## src/rtl/buzzer_arbiter.sv

```systemverilog
// buzzer_arbiter: N-player buzz-in front end.
// Sync, debounce, first-press latch, all-pressed and hold-to-start.
module buzzer_arbiter #(
    parameter int NUM_PLAYERS   = 4,
    parameter int SW_WIDTH      = 8,
    parameter int DB_CYCLES     = 100000,
    parameter int HOLD_CYCLES   = 250000000,
    parameter int PRIORITY_MODE = 0,
    localparam int ID_W         = $clog2(NUM_PLAYERS)
) (
    input  logic                          clk,
    input  logic                          rst,
    input  logic [NUM_PLAYERS-1:0]        btn_raw,
    input  logic [NUM_PLAYERS*SW_WIDTH-1:0] sw_raw,
    input  logic                          arm,
    input  logic                          clear,
    output logic                          armed,
    output logic                          winner_valid,
    output logic [ID_W-1:0]               winner_id,
    output logic [SW_WIDTH-1:0]           winner_sw,
    output logic                          all_pressed,
    output logic                          game_started,
    output logic [ID_W-1:0]               start_id
);

    localparam int DB_W   = $clog2(DB_CYCLES + 1);
    localparam int HD_W   = $clog2(HOLD_CYCLES + 1);
    localparam int SW_TOT = NUM_PLAYERS * SW_WIDTH;

    typedef enum logic [1:0] {
        IDLE   = 2'd0,
        ARMED  = 2'd1,
        LOCKED = 2'd2
    } state_t;

    state_t state, state_nxt;

    logic [NUM_PLAYERS-1:0]   btn_s1, btn_s2;
    logic [SW_TOT-1:0]        sw_s1, sw_s2;
    logic [NUM_PLAYERS-1:0]   db, db_q, rise;
    logic [DB_W-1:0]          db_cnt [NUM_PLAYERS];
    logic [HD_W-1:0]          hold_cnt [NUM_PLAYERS];
    logic [SW_WIDTH-1:0]      sw_arr [NUM_PLAYERS];
    logic [NUM_PLAYERS-1:0]   hit;
    logic [ID_W-1:0]          hit_id;
    logic [ID_W-1:0]          ptr, pick, sh;
    logic [2*NUM_PLAYERS-1:0] rot;
    logic                     found;
    logic                     any_rise, all_db, latch;

    // Two-flop synchronisers for buttons and switches
    always_ff @(posedge clk) begin
        if (rst) begin
            btn_s1 <= '0;
            btn_s2 <= '0;
            sw_s1  <= '0;
            sw_s2  <= '0;
        end else begin
            btn_s1 <= btn_raw;
            btn_s2 <= btn_s1;
            sw_s1  <= sw_raw;
            sw_s2  <= sw_s1;
        end
    end

    // Debounce: level follows sync2 after DB_CYCLES consecutive differing cycles
    always_ff @(posedge clk) begin
        if (rst) begin
            db   <= '0;
            db_q <= '0;
            for (int i = 0; i < NUM_PLAYERS; i++) db_cnt[i] <= '0;
        end else begin
            db_q <= db;
            for (int i = 0; i < NUM_PLAYERS; i++) begin
                if (btn_s2[i] == db[i]) begin
                    db_cnt[i] <= '0;
                end else if (db_cnt[i] == DB_W'(DB_CYCLES - 1)) begin
                    db[i]     <= btn_s2[i];
                    db_cnt[i] <= '0;
                end else begin
                    db_cnt[i] <= db_cnt[i] + 1'b1;
                end
            end
        end
    end

    assign rise     = db & ~db_q;
    assign any_rise = |rise;
    assign all_db   = &db;

    // Per-player view of the synchronised switch bank
    always_comb begin
        for (int i = 0; i < NUM_PLAYERS; i++) begin
            sw_arr[i] = sw_s2[i*SW_WIDTH +: SW_WIDTH];
        end
    end

    // Winner pick: rotate rises so the scan starts at ptr (or 0 in fixed mode)
    always_comb begin
        sh    = (PRIORITY_MODE != 0) ? ptr : '0;
        rot   = {rise, rise} >> sh;
        pick  = '0;
        found = 1'b0;
        for (int j = 0; j < NUM_PLAYERS; j++) begin
            if (!found && rot[j]) begin
                found = 1'b1;
                pick  = ID_W'((int'(sh) + j) % NUM_PLAYERS);
            end
        end
    end

    assign latch = (state == ARMED) && !clear && any_rise && !all_db;

    // State register
    always_ff @(posedge clk) begin
        if (rst) state <= IDLE;
        else     state <= state_nxt;
    end

    // Next-state logic; clear wins over arm and over a rise
    always_comb begin
        state_nxt = state;
        case (state)
            IDLE: begin
                if (!clear && arm) state_nxt = ARMED;
            end
            ARMED: begin
                if (clear)      state_nxt = IDLE;
                else if (latch) state_nxt = LOCKED;
            end
            LOCKED: begin
                if (clear) state_nxt = IDLE;
            end
            default: state_nxt = IDLE;
        endcase
    end

    // State-decoded outputs
    always_comb begin
        armed        = (state == ARMED);
        winner_valid = (state == LOCKED);
    end

    // Winner capture and rotate pointer
    always_ff @(posedge clk) begin
        if (rst) begin
            winner_id <= '0;
            winner_sw <= '0;
            ptr       <= '0;
        end else if (clear) begin
            winner_id <= '0;
            winner_sw <= '0;
        end else if (latch) begin
            winner_id <= pick;
            winner_sw <= sw_arr[pick];
            if (PRIORITY_MODE != 0) begin
                ptr <= ID_W'((int'(pick) + 1) % NUM_PLAYERS);
            end
        end
    end

    // All-pressed pulse: a rise that completes the full set
    always_ff @(posedge clk) begin
        if (rst) all_pressed <= 1'b0;
        else     all_pressed <= any_rise & all_db;
    end

    // Players whose hold counter reaches the limit on this edge, lowest wins
    always_comb begin
        hit_id = '0;
        for (int i = 0; i < NUM_PLAYERS; i++) begin
            hit[i] = db[i] && (hold_cnt[i] == HD_W'(HOLD_CYCLES - 1));
        end
        for (int i = NUM_PLAYERS - 1; i >= 0; i--) begin
            if (hit[i]) hit_id = ID_W'(i);
        end
    end

    // Hold counters and sticky game_started
    always_ff @(posedge clk) begin
        if (rst) begin
            game_started <= 1'b0;
            start_id     <= '0;
            for (int i = 0; i < NUM_PLAYERS; i++) hold_cnt[i] <= '0;
        end else begin
            for (int i = 0; i < NUM_PLAYERS; i++) begin
                if (!db[i]) begin
                    hold_cnt[i] <= '0;
                end else if (hold_cnt[i] != HD_W'(HOLD_CYCLES)) begin
                    hold_cnt[i] <= hold_cnt[i] + 1'b1;
                end
            end
            if (!game_started && |hit) begin
                game_started <= 1'b1;
                start_id     <= hit_id;
            end
        end
    end

endmodule
```

## config.mk

```make
export PLATFORM = sky130hd
export DESIGN_NAME = buzzer_arbiter
export DESIGN_NICKNAME = d
export VERILOG_FILES = /design/src/rtl/buzzer_arbiter.sv
export SDC_FILE = /design/constraint.sdc
export NUM_CORES = 1
export LEC_CHECK = 0
export CELL_PAD_IN_SITES_DETAIL_PLACEMENT = 0
export CELL_PAD_IN_SITES_GLOBAL_PLACEMENT = 1
export CORE_MARGIN = 5
export CORE_UTILIZATION = 25
export DETAILED_ROUTE_END_ITERATION = 7
export GPL_TIMING_DRIVEN = 1
export PLACE_DENSITY = 0.44
export SLEW_MARGIN = 10
export SYNTH_ARGS = -nofsm -noshare
export SYNTH_HDL_FRONTEND = slang
export SYNTH_SLANG_ARGS = --single-unit
```

## constraint.sdc

```tcl
create_clock -name clk -period 4.18 [get_ports clk]
set_input_delay 0.836 -clock clk [delete_from_list [all_inputs] [get_ports clk]]
set_output_delay 0.836 -clock clk [all_outputs]
set_load 0.005 [all_outputs]
```

-- Word-level counts from Yosys, hierarchy flattened
Memory sizes are Yosys's and may differ from the RTL's.
Cells that the tools add are included.
- add/subtract/negate cells: 8
- order comparisons: 1
- equal/unequal tests: 21
- multiplexer cells: 112
- bitwise logic cells: 28
- reduce and logical (&&, ||, !) cells: 28
- operator list (kind ; count):
    $mux 28 ; 8
    $mux 17 ; 12
    $add 28x1->28 const B ; 4
    $eq 28x28->1 const B ; 4
    $ne 28x28->1 const B ; 4
    $mux 1 ; 78
    $add 17x1->17 const B ; 4
    $eq 17x17->1 const B ; 4
    $mux 2 ; 10
    $or 1x1->1 ; 20
    $bmux 8 s2 ; 1
    $mux 8 ; 2
    $logic_and 1x1->1 ; 12
    $reduce_and 2->1 ; 4
    $reduce_or 4->1 ; 2
    $logic_not 1->1 ; 6
    $pmux 2 s3 ; 1
    $and 4x4->4 ; 1
    $eq 1x1->1 ; 4
    $ne 2x2->1 const B ; 2
    $not 1->1 ; 4
    $not 4->4 ; 1
    $reduce_and 4->1 ; 1
    $ge 3x3->1 const B ; 1
    8 further kinds ; 8
- register bits: 96
- RAM bits: 180
- input bits: 40
- output and inout port bits: 16
- logic and storage cells: 215
- memories kept: 2
- memories (name ; words ; bits a word ; rd ports ; clocked after memory_dff ; wr ports ; RTL line ; RTL):
    hold_cnt ; 4 ; 28 ; 4 ; 0 ; 4 ; 42 ; logic [HD_W-1:0] hold_cnt [NUM_PLAYERS];
    db_cnt ; 4 ; 17 ; 4 ; 0 ; 4 ; 41 ; logic [DB_W-1:0] db_cnt [NUM_PLAYERS];

-- Longest topological paths before layout
- depth in word-level cells: 16
- gate-level depth with buffers: 9
- mapped depth without buffers: 7

-- Worst setup path before layout
OpenSTA, ideal clock, no wires.
- kind: register -> register
- from: mem hold_cnt[1][14] (netlist name)
- to: mem hold_cnt[1][0] (netlist name) (enable)
- setup time: 0.451 ns
- arrival time: 1.774 ns
- data required time: 3.729 ns
- slack: 1.955 ns
- stages on the path, launching flop included: 5
- path buffers: 0
- period minus slack after synthesis: 2.225 ns
- cell sequence: edfxtp_1 -> or4bb_1 -> nor2_1 -> and4_1 -> nand2_1
- RTL lines (item ; RTL line):
    start, declared ; 42

-- Worst setup path after layout
- from: reg state[0]
- to: out armed
- word-level cells in the longest chain between the ends: 1
- ends and longest elaborated chain (item ; RTL line ; RTL):
    start, declared ; 36 ; state_t state, state_nxt;
    start signal, assigned ; 117 ; else state <= state_nxt;
    $eq 2x1->1 ; 140 ; armed = (state == ARMED);
    end, declared ; 17 ; output logic armed,
No other way between the ends.

==> impl_results.md <==
- Die height: roughly 240 microns
- Stages on worst setup path: 2
- Clk slew on worst S/H paths: 0.06 ns
- Non-Filler Instances: 2,083
- Setup WS post-layout: 1.61 ns
- Hold buffers post-CTS: 0
- Area of the multi-input gates: 5730 sq um
- DP HPWL: between 20,000 and 25,000 microns
- Compound-Gate Fraction of Synth Area: 1.80%
- Crit path to: armed
- Post-synthesis simple-gate area fraction: 26.2%
- H-Tree Depth: 2
- Largest family of logic cells by synthesized area: simple AND/OR/NAND/NOR gates
- Worst R2R Setup Slack: 1.72 ns
- Total Routing Usage GR: a little over a tenth
- Crit path max fanout: 3
- Root Buffer: clkbuf_16
- Cell variety after synth: between 50 and 60
- Vias in the first global route: about 9,000
- Pwr Total: roughly 6.5 mW
- Detailed-route via count: 8,800
- Primary FF master, synth: edfxtp_1
- Mapped Cells: 1,242
- Postcts setup bufs: 0
- Synth warn: 0
- Slowest cell on crit path: clkdlybuf4s50_1
- Share of cells above drive strength 1: 6.67%
- Post-synth EDFFs: 180
- Worst Skew: approximately 0.014 ns
- Post-Syn Area: 13,100 sq um
- Antenna violations before repair: 0
- Setup TNS: 0 ns
- Post-route minimum period: 2.57 ns
- Final Hold Fails: 0
- First-pass GRT wire length: 48,800 microns
- Core area: between 50,000 and 60,000 sq um
- Max-cap violation count: 0
- RR Endpoint: winner_sw[4]
- Crit-path cells: nor2b_1 -> clkdlybuf4s50_1
- Initial Utilization: 25.1%
- Die area: ~57,000 sq um
- Hold crit path type: reg -> reg
- Die X: 239 microns
- Mean Syn Cell Area: 10.6 sq um
- Sequential cell area: around 7300 sq um
- Post-CTS sizing: 0
- Seq/Total Area, Yosys: 55.8%
- Via density: 4.22
- Final Max Tran Viols: 0
- Run status: finished clean
- Max Freq: 389 MHz
- Worst skew pair latency: between 0.5 and 0.6 ns
- Pwr dens: between 400 and 500 nW/um^2
- Yosys reg bits: 276
- Initial DRT Pass Iterations: 7
- WL final: about 30,000 microns
- Synth area leaders: edfxtp_1 41%, dfxtp_1 15%, nor2_1 6.1%
- ANT cells: 0
- Post-route DRC violation count: 0
- Row count: 84
- Largest area contributor in the synthesized netlist: edfxtp_1
- Synth-to-Final Area Change: 21.7%
- CP endpoint kind: output port
- RSZ-0062 raised after global routing: no
- Placed Cells: 2,017
- XOR/XNOR share of the synthesized area: 10.9%
- Clk sinks: 276
- Slew @ Worst Pin: 0.902 ns
- CP bufs+invs: 1
- Port buffer count: 55
- Mux contribution to synthesized area: 1.60%
- Io pins: 56
- CTS tree: done
- Adder-cell share of the synthesized area: 1.14%
- Peak supply drop: 193 uV
- Ys async rst share: 0%
- Grt total ovfl: 0
- Critical path launch point type: flip-flop
- Critical path type: reg -> out
- Final GP Congestion: 0.701
- Number of routed nets with antenna violations: 0
- Leakage power: 5.36 nW
- CTS buffer count: 37
- DR WL/cell: approximately 14 microns
- Crit path from: state[0]
- Largest net degree at the start of global routing: 66
- Slew HR: 39.7%
- Synth top area share: 41.2%
- Fin nets: 1,420
- DR iter-0 viols: 389
- Required time of the critical path: 3.34 ns
- Worst slack, placed: ~1.3 ns
- Tcrit/Tclk final: 61.5%
- CP max stage delay: between 0.5 and 0.6 ns
- Clk buf depth: 3
- Crit-path leading delay family: buffers and inverters
- Reg2reg start: db[2]
- Filler cells: 5,381
- Worst R2R Path Depth: 6
- Critical Path AT: 1.73 ns
- Final setup fails: 0
## metrics by stage
step | hold slack [ns] | cell area, sq um | utilization, %
3_3_place_gp | 0.419 | 14700 | 28.1
3_5_place_dp | 0.420 | 14700 | 28.1
2_1_floorplan | 0.414 | 13400 | -
6_report | 0.424 | 16000 | 30.6
4_1_cts | 0.416 | 16000 | 30.6
5_1_grt | 0.453 | 16000 | 30.6
## synth_stat cells (8+ instances only)
| cell | count |
|---|---|
| xor2_1 | 85 |
| nor3_1 | 33 |
| dfxtp_1 | 96 |
| edfxtp_1 | 180 |
| buf_2 | 18 |
| xnor2_1 | 79 |
| nand4_1 | 43 |
| a21oi_1 | 17 |
| mux2i_1 | 12 |
| and4_1 | 21 |
| and3_1 | 25 |
| nand2_1 | 75 |
| nor4_1 | 22 |
| nor2b_1 | 79 |
| inv_1 | 32 |
| clkbuf_1 | 24 |
| or3_1 | 15 |
| ha_1 | 12 |
| mux2_2 | 8 |
| nand3_1 | 65 |
| nor2_1 | 215 |
## per-layer routing
metal  track usage, %  up-vias  share of wire [%]
met4             2.94        0                1.9
met1             14.1     4133                 48
met5                0        -                  0
li1                 -     4545                  -
met3             2.47       35                3.2
met2             17.1       87                 47
## cell families after synthesis
family | Yosys count
other | 1
xor gates and xnor gates | 164
muxes | 20
and+or+nand+nor | 655
AOI/OAI and AO/OA | 37
buffers and inverters | 77
DFF | 276
adders and majority gates | 12
## state kept, by name (all words and copies together), names as in the netlist
signal	flops
btn_s2	4
sw_s1	32
db_cnt	68
db	4
start_id	2
all_pressed	1
db_q	4
state	2
sw_s2	32
btn_s1	4
winner_sw	8
winner_id	2
hold_cnt	112
game_started	1
## placed cells by master (no fill, tap or decap), types with 12 or more instances in the layout
cell | Yosys | layout
edfxtp_1 | 180 | 180
mux2i_1 | 12 | 12
inv_1 | 32 | 32
nor2_1 | 215 | 215
nand3_1 | 65 | 65
nor3_1 | 33 | 33
nor4_1 | 22 | 22
and3_1 | 25 | 25
ha_1 | 12 | 12
clkdlybuf4s50_1 | 0 | 54
nand4_1 | 43 | 43
dfxtp_1 | 96 | 96
nand2_1 | 75 | 75
and4_1 | 21 | 21
clkbuf_16 | 0 | 39
xor2_1 | 85 | 85
nor2b_1 | 79 | 79
conb_1 | 1 | 68
a21oi_1 | 17 | 17
xnor2_1 | 79 | 79
or3_1 | 15 | 15
## power by group
part	switching, mW	internal [mW]
logic	0.0671	0.0766
clock network	1.26	2.12
registers	0.0383	2.95
total	1.36	5.14
## area by class of cell
type | instances | area share [%]
Sequential cell | 276 | 45.9
Multi-Input combinational cell | 956 | 35.9
Clock buffer | 49 | 6.66
Tap cell | 688 | 5.39
Timing Repair Buffer | 65 | 3.90
Clock inverter | 17 | 1.54
Inverter | 32 | 0.752
## how the worst min path moves through the flow
stage / cells past startpoint / start / slack (ns) / end
floorplan: 1 / btn_s1[0] / 0.41 / btn_s2[0]
global placement: 1 / sw_s1[24] / 0.42 / sw_s2[24]
detailed placement: 1 / sw_s1[4] / 0.42 / sw_s2[4]
CTS: 1 / sw_s1[30] / 0.42 / sw_s2[30]
global route: 1 / sw_s1[8] / 0.45 / sw_s2[8]
finish: 1 / sw_s1[30] / 0.42 / sw_s2[30]
Note: power is estimated with default switching activity, not from simulation.
